===== config.mk =====
export PLATFORM = sky130hd
export DESIGN_NAME = ldl_rr_pri_arb_flat
export DESIGN_NICKNAME = d
export VERILOG_FILES = /design/src/rtl/ldl_rr_pri_arb_pkg.sv /design/src/rtl/ldl_rr_pri_arb_if.sv /design/src/rtl/ldl_pri_enc_mask.sv /design/src/rtl/ldl_rr_pri_arb.sv /design/src/flat_wrapper.sv
export SDC_FILE = /design/constraint.sdc
export NUM_CORES = 1
export LEC_CHECK = 0
export ABC_CLOCK_PERIOD_IN_PS = 3800
export BUFFER_PORTS_ARGS = -buffer_cell sky130_fd_sc_hd__buf_4
export CAP_MARGIN = 0
export CORE_MARGIN = 1.5
export CORE_UTILIZATION = 39
export DETAILED_ROUTE_END_ITERATION = 10
export GPL_TIMING_DRIVEN = 0
export SYNTH_ARGS = -nofsm -noshare
export SYNTH_HDL_FRONTEND = slang
export SYNTH_SLANG_ARGS = --single-unit

===== constraint.sdc =====
create_clock -name clk -period 3.8 [get_ports clk]
set_input_delay 0.19 -clock clk [delete_from_list [all_inputs] [get_ports clk]]
set_output_delay 0.19 -clock clk [all_outputs]
set_load 0.02 [all_outputs]

===== src/rtl/ldl_rr_pri_arb_pkg.sv =====
// Shared constants for the round-robin / fixed-priority arbiter: mode selectors,
// two-state view of the output register, and a vector rotate helper.
package ldl_arb_pkg;

  localparam int LDL_ARB_FIXED = 0;
  localparam int LDL_ARB_RR    = 1;

  localparam logic [0:0] ARB_EMPTY = 1'b0;
  localparam logic [0:0] ARB_FULL  = 1'b1;

  // Rotate the low n bits of v left by sh positions; bits at and above n are zero.
  function automatic logic [63:0] ldl_rotl(input logic [63:0] v,
                                           input int unsigned sh,
                                           input int unsigned n);
    logic [63:0] r;
    r = '0;
    if (n != 0) begin
      for (int unsigned i = 0; i < 64; i++) begin
        if (i < n) r[6'((i + sh) % n)] = v[i];
      end
    end
    return r;
  endfunction

endpackage


===== src/rtl/ldl_rr_pri_arb_if.sv =====
// Request/grant bundle between request sources, the arbiter and the grant consumer.
interface ldl_rr_pri_arb_if #(
  parameter int BIN_WIDTH = 3
);
  logic [(1<<BIN_WIDTH)-1:0] x;
  logic [BIN_WIDTH-1:0]      y;
  logic                      valid;
  logic                      ready;

  // Handshake: a grant transfers on a cycle where valid & ready are both high.
  // Once valid rises, y and valid stay frozen until that transfer; ready while
  // valid is low has no effect, and x is sampled only when the register loads.
  modport master (input x, input ready, output y, output valid);
  modport slave  (output x, output ready, input y, input valid);
endinterface


===== src/rtl/ldl_pri_enc_mask.sv =====
// Wrapped priority encoder: first set request at or above start, modulo N,
// found by a masked lowest-set search over the request vector doubled up.
module ldl_pri_enc_mask #(
  parameter int BIN_WIDTH = 3
) (
  input  logic [(1<<BIN_WIDTH)-1:0] req,
  input  logic [BIN_WIDTH-1:0]      start,
  output logic [BIN_WIDTH-1:0]      idx,
  output logic                      any
);
  localparam int N = 1 << BIN_WIDTH;

  logic [2*N-1:0] dbl;
  logic           found;

  assign dbl = {req, req};
  assign any = |req;

  // Positions below start are masked; the upper copy supplies the wrap-around.
  always_comb begin
    found = 1'b0;
    idx   = '0;
    for (int i = 0; i < 2*N; i++) begin
      if (!found && dbl[i] && (i >= int'(start))) begin
        found = 1'b1;
        idx   = BIN_WIDTH'(i);
      end
    end
  end

endmodule


===== src/rtl/ldl_rr_pri_arb.sv =====
// Registered priority arbiter with a held grant under back-pressure; fixed
// priority or round-robin selected by RR_MODE.
module ldl_rr_pri_arb
  import ldl_arb_pkg::*;
#(
  parameter int BIN_WIDTH = 3,
  parameter int RR_MODE   = 1
) (
  input  logic                 clk,
  input  logic                 rst_n,
  ldl_rr_pri_arb_if.master     bus,
  output logic [0:0]           dbg_state,
  output logic [BIN_WIDTH-1:0] dbg_ptr
);

  logic                 valid_q;
  logic [BIN_WIDTH-1:0] y_q;
  logic [BIN_WIDTH-1:0] ptr_q;
  logic                 accept;
  logic                 load;
  logic [BIN_WIDTH-1:0] start;
  logic [BIN_WIDTH-1:0] win;
  logic                 any;

  assign accept = valid_q & bus.ready;
  assign load   = !valid_q | bus.ready;

  // On acceptance ptr_q is still stale, so the next search starts from y+1 directly.
  always_comb begin
    start = '0;
    if (RR_MODE == LDL_ARB_RR) begin
      start = accept ? (y_q + BIN_WIDTH'(1)) : ptr_q;
    end
  end

  ldl_pri_enc_mask #(.BIN_WIDTH(BIN_WIDTH)) u_enc (
    .req   (bus.x),
    .start (start),
    .idx   (win),
    .any   (any)
  );

  always_ff @(posedge clk or negedge rst_n) begin
    if (!rst_n) begin
      valid_q <= 1'b0;
      y_q     <= '0;
      ptr_q   <= '0;
    end else begin
      if (load) begin
        valid_q <= any;
        if (any) y_q <= win;
      end
      if (accept) ptr_q <= y_q + BIN_WIDTH'(1);
    end
  end

  assign bus.valid = valid_q;
  assign bus.y     = y_q;
  assign dbg_state = valid_q ? ARB_FULL : ARB_EMPTY;
  assign dbg_ptr   = ptr_q;

endmodule


===== src/flat_wrapper.sv =====
// flat-port wrapper written by rule: the top's interface ports become plain ports
module ldl_rr_pri_arb_flat import ldl_arb_pkg::*;
#(
  parameter int BIN_WIDTH = 3,
  parameter int RR_MODE   = 1
)
  (clk, rst_n, dbg_state, dbg_ptr, bus_x, bus_ready, bus_y, bus_valid);
  ldl_rr_pri_arb_if #(.BIN_WIDTH(BIN_WIDTH)) bus_i ();
  input  logic clk;
  input  logic rst_n;
  output logic [0:0] dbg_state;
  output logic [BIN_WIDTH-1:0] dbg_ptr;
  input wire logic [$bits(bus_i.x)-1:0] bus_x;
  input wire logic [$bits(bus_i.ready)-1:0] bus_ready;
  output wire logic [$bits(bus_i.y)-1:0] bus_y;
  output wire logic [$bits(bus_i.valid)-1:0] bus_valid;
  assign bus_i.x = bus_x;
  assign bus_i.ready = bus_ready;
  assign bus_y = bus_i.y;
  assign bus_valid = bus_i.valid;
  ldl_rr_pri_arb #(.BIN_WIDTH(BIN_WIDTH), .RR_MODE(RR_MODE)) u_core (.clk(clk), .rst_n(rst_n), .bus(bus_i), .dbg_state(dbg_state), .dbg_ptr(dbg_ptr));
endmodule

* Word level (Yosys, flattened, before mapping) *
Cells that the tools add are included.

cells by class
  add/sub/neg operators = 1
  order comparisons = 7
  mux-type cells = 32
  bitwise operators = 2
  reduce and logical (&&, ||, !) cells = 40

operators by type and width
  operator                                            count
  two-way mux 3 bit                                   13
  logical AND 1 bit                                   22
  two-way mux 1 bit                                   17
  logical NOT 1 bit                                   16
  >= comparator 3 bit, first input constant           3
  OR reduction 8 bit                                  1
  >= comparator 1 x 3 -> 1 bit, first input constant  2
  >= comparator 2 x 3 -> 1 bit, first input constant  2
  two-way mux 2 bit                                   2
  adder 3 x 1 -> 3 bit, second input constant         1
  AND reduction 2 bit                                 1
  bitwise AND 1 bit                                   1
  bitwise OR 1 bit                                    1

storage, ports and cells
  register bits after elaboration = 7
  input bits = 11
  output and inout bits = 8
  word-level logic and storage cells = 85

* Longest topological paths before layout *
  depth after elaboration = 56
  depth in mapped cells = 7
  mapped depth without buffers = 7

* Modules after synthesis *
Synthesis repeated with hierarchy kept, for this count alone.

second synthesis, totals
  cell total of the unflattened synthesis = 66
  area, all modules = 591.8 sq um

modules (own cells, without submodules)
  module            times used  cells each  area an instance (sq um)  sequential area each (sq um)
  ldl_rr_pri_arb    1           22          301.5                     175.2
  ldl_pri_enc_mask  1           44          290.3                     0.0

* Worst setup path after synthesis *
Ideal clock, no wire load.

  kind = flip-flop to flip-flop
  from = register u_core.y_q[0] (netlist: u_core.bus.y[0])
  to = register u_core.y_q[0] (netlist: u_core.bus.y[0])
  library setup time = 127 ps
  arrival time = 1745 ps
  data required time = 3673 ps
  path slack = 1928 ps
  stages on the path, launching flop included = 8
  path buffers = 0
  cells stage by stage = dfrtp_1 ha_1 xor2_1 o31ai_1 o31a_1 nor3_2 a32oi_1 o21ai_1

on the way
  cells in the longest elaborated chain, start to end = 56
  elaborated cells on any way between the ends = 76

RTL lines
  what                            line                    text
  start, declared                 ldl_rr_pri_arb.sv:17    logic [BIN_WIDTH-1:0] y_q;
  start signal, assigned          ldl_rr_pri_arb.sv:51    if (any) y_q <= win;
  adder 3 x 1 -> 3 bit (*)        ldl_rr_pri_arb.sv:32    start = accept ? (y_q + BIN_WIDTH'(1)) : ptr_q;
  two-way mux 3 bit (*)           ldl_rr_pri_arb.sv:32
  >= comparator 1 x 3 -> 1 bit    ldl_pri_enc_mask.sv:24  if (!found && dbl[i] && (i >= int'(start))) begin
  logical AND 1 bit               ldl_pri_enc_mask.sv:24
  two-way mux 1 bit               ldl_pri_enc_mask.sv:24
  logical NOT 1 bit               ldl_pri_enc_mask.sv:24
  logical AND 1 bit (2 in a row)  ldl_pri_enc_mask.sv:24
  two-way mux 1 bit               ldl_pri_enc_mask.sv:24
  (+39 left out)                  n/a
  logical AND 1 bit               ldl_pri_enc_mask.sv:24
  two-way mux 1 bit               ldl_pri_enc_mask.sv:24
  logical NOT 1 bit               ldl_pri_enc_mask.sv:24
  logical AND 1 bit               ldl_pri_enc_mask.sv:24
  two-way mux 1 bit               ldl_pri_enc_mask.sv:24
  logical NOT 1 bit               ldl_pri_enc_mask.sv:24
  logical AND 1 bit               ldl_pri_enc_mask.sv:24
  two-way mux 3 bit (*)           ldl_pri_enc_mask.sv:24

Every way passes the cells marked *; elsewhere a longest branch is shown, timed or not.
A chain may end at the register's enable or synchronous reset.

* Worst setup path in the final report *
Same ends and word-level chain as after synthesis.

==> impl_metrics.env <==
export IMPL_outcome="completed"
export IMPL_netlist_area_sq_um=614.3
export IMPL_cp_max_fo=8
export IMPL_hold_path_class="primary input to register"
export IMPL_r2r_start="u_core.bus.y[0]$_DFFE_PN0P_"
export IMPL_gp_congestion=0.8564
export IMPL_ctsLongestPathBuffers=2
export IMPL_area_delta_synth_final_pct=31.36
export IMPL_grt_usage_pct=19.59
export IMPL_worst_pin_slew_ns=0.4628
export IMPL_path_class="register to register"
export IMPL_nets=110
export IMPL_ys_ff_latch=7
export IMPL_port_buffers=18
export IMPL_setup_viol=0
export IMPL_dpl_hpwl_mm=1.299
export IMPL_avgSynthCellArea_sq_um=8.302
export IMPL_ys_types=35
export IMPL_cts_buffers=3
export IMPL_htreeDepth=1
export IMPL_dr_first_iter_drc_count=24
export IMPL_reg2reg_depth=7
export IMPL_holdPathStages=3
export IMPL_ir_drop_uv=551.6
export IMPL_ys_warn_count=0
export IMPL_hp_start="bus_x[6]"
export IMPL_synth_nets=86
export IMPL_cts_sinks=7
export IMPL_synthCells=74
export IMPL_core_sq_um=1489
export IMPL_grt_pass1_wl_mm=2.656
export IMPL_drc=0
export IMPL_clk_pin_slew_ns=0.06
export IMPL_critical_path_startpoint="u_core.bus.y[0]$_DFFE_PN0P_"
export IMPL_p_per_area_nw_per_um2=639.4
export IMPL_start_util_pct=41.26
export IMPL_fin_cells=113
export IMPL_min_period_ns=2.100
export IMPL_place_area_sq_um=769.5
export IMPL_fmax_ghz=0.4762
export IMPL_antenna_found_initial=0
export IMPL_grt_overflow=0
export IMPL_n_fill_cell=157
export IMPL_cp_start_kind="register"
export IMPL_routed_wl_mm=1.650
export IMPL_place_inst=108
export IMPL_die_h_um=42.69
export IMPL_stdcell_area_sq_um=807.0
export IMPL_dr_total_vias=667
export IMPL_post_route_period_util_pct=55.26
export IMPL_seqCellArea_sq_um=175.2
export IMPL_n_antenna_cell=0
export IMPL_holdWs_ns=0.1612
export IMPL_clock_latency_ns=0.26
export IMPL_fin_skew_ns=0.007466
export IMPL_clock_root_buffer="clkbuf_4"
export IMPL_grt_pass1_vias=611
export IMPL_first_pass_iters=4
export IMPL_cp_end_kind="register"
export IMPL_drtAntennaViolNets=0
export IMPL_multiInputGateArea_sq_um=409.1
export IMPL_drive_above_1_share_pct=31.96
export IMPL_cts_tree="yes"
export IMPL_worst_ep_required_time_ns=3.94
export IMPL_cts_setup_buffers=0
export IMPL_power_leakage_nw=0.3594
export IMPL_die_area_sq_um=1822
export IMPL_cap_violations=0
export IMPL_slew_viol_final=0
export IMPL_grt_setup_unrepaired="no"
export IMPL_slew_headroom_pct=68.82
export IMPL_fin_tns_setup_ns=0
export IMPL_viasPerCell=5.903
export IMPL_die_w_um=42.69
export IMPL_wl_per_cell_um=14.60
export IMPL_hold_violations=0
export IMPL_worstPathArrival_ns=2.24
export IMPL_grt_start_max_net_pins=9
export IMPL_boundaryPins=19
export IMPL_ys_seq_area_share_pct=28.51
export IMPL_num_rows=14
[cell type report]
| type | count | area share (%) |
|---|---|---|
| buffer | 2 | 1.395 |
| sequential | 7 | 21.71 |
| tap | 16 | 2.481 |
| multi-input combinational | 60 | 50.70 |
| clock buffer | 3 | 2.791 |
| clock inverter | 1 | 0.6202 |
| timing repair buffer | 19 | 17.98 |
| inverter | 5 | 2.326 |
[report_power, final]
group          leakage, nW  switching (mW)  internal [mW]  total [mW]
combinational        0.259           0.175          0.128       0.303
sequential          0.0822          0.0414          0.104       0.145
clock               0.0177          0.0293         0.0385      0.0679
[Yosys cell counts (all sizes together)]
master | count | share of area [%]
a41o | 1 | 1.6
a21bo | 1 | 1.6
nor3 | 2 | 2.4
xnor2 | 1 | 1.4
or4 | 1 | 1.8
or3 | 1 | 1.8
a2111oi | 1 | 1.4
a22o | 1 | 1.4
nand4b | 1 | 1.4
clkbuf | 1 | 0.61
o31ai | 2 | 2.4
nor3b | 1 | 1.2
or2 | 1 | 1.0
ha | 1 | 2.0
a21oi | 4 | 3.3
nor2 | 7 | 4.3
and3 | 1 | 1.2
o31a | 1 | 1.4
a32oi | 2 | 2.9
buf | 1 | 1.2
inv | 5 | 3.1
o21ai | 9 | 7.3
o32ai | 1 | 4.5
o2111ai | 2 | 2.9
dfrtp | 7 | 29
nand2b | 1 | 1.4
and2 | 1 | 1.0
a211oi | 1 | 1.2
nand3 | 3 | 2.4
a211o | 2 | 2.9
xor2 | 1 | 1.4
o211ai | 2 | 2.4
nand2 | 7 | 4.3
[through the flow]
stage / total power [mW] / setup WS, ns / util [%]
global placement: 0.4438 / 1.692 / 51.68
detailed placement: 0.4436 / 1.706 / 51.68
CTS: 0.5148 / 1.733 / 54.20
finish: 0.5160 / 1.700 / 54.20
floorplan: 0.3368 / 1.928 / -
global route: 0.5558 / 1.611 / 54.20
[timing repair]
| action | in CTS | in global routing |
|---|---|---|
| hold buffers | 1 | 0 |
| setup endpoints to repair | 0 | 0 |
| resized for setup | 0 | 0 |
| hold endpoints to repair | 7 | 0 |
[registers in the layout (all words and copies together) (netlist names)]
register / count
u_core.bus.y: 3
u_core.dbg_ptr: 3
u_core.bus.valid: 1
[layout by cell type, fill, tap and decap left out, types with 2 or more instances in the layout]
cell / n
a211o_1: 2
a21oi_1: 4
a32oi_1: 2
buf_4: 19
clkbuf_4: 3
dfrtp_1: 7
inv_1: 5
nand2_1: 7
nand3_1: 3
nor2_1: 7
o2111ai_1: 2
o211ai_1: 2
o21ai_0: 8
o31ai_1: 2
[kinds of logic after synthesis]
| group | after synthesis | share of synthesized area (%) |
|---|---|---|
| flops | 7 | 28.51 |
| buf+inv | 7 | 4.888 |
| xor+xnor | 2 | 2.852 |
| fa+ha+maj | 1 | 2.036 |
| simple gates | 27 | 24.44 |
| compound gates | 30 | 37.27 |
[path summary, 6_finish.rpt]
check                                               end  slack, ns
max                         u_core.bus.y[0]$_DFFE_PN0P_       1.70
min                        u_core.bus.valid$_DFFE_PN0N_       0.16
max reg2reg                 u_core.bus.y[0]$_DFFE_PN0P_       1.70
min reg2reg                 u_core.bus.y[1]$_DFFE_PN0P_       0.54
max in group asynchronous   u_core.dbg_ptr[1]$_DFF_PN0_       3.39
min in group asynchronous   u_core.dbg_ptr[2]$_DFF_PN0_       0.28
[worst max-delay path: stages, from the launching register on]
cell and delay (ns):
dfrtp_1 0.47, ha_1 0.27, xor2_1 0.21, o31ai_1 0.43, o31a_1 0.26, nor3_2 0.07, a32oi_1 0.17, o21ai_1 0.10
[layer usage]
metal	vias up	routed length, um	GRT usage (%)
li1	330	-	-
met1	313	781	26.46
met2	22	750	31.52
met3	2	116	7.660
met4	0	2	0
met5	-	0	0
Note: power is estimated with default switching activity, not from simulation.
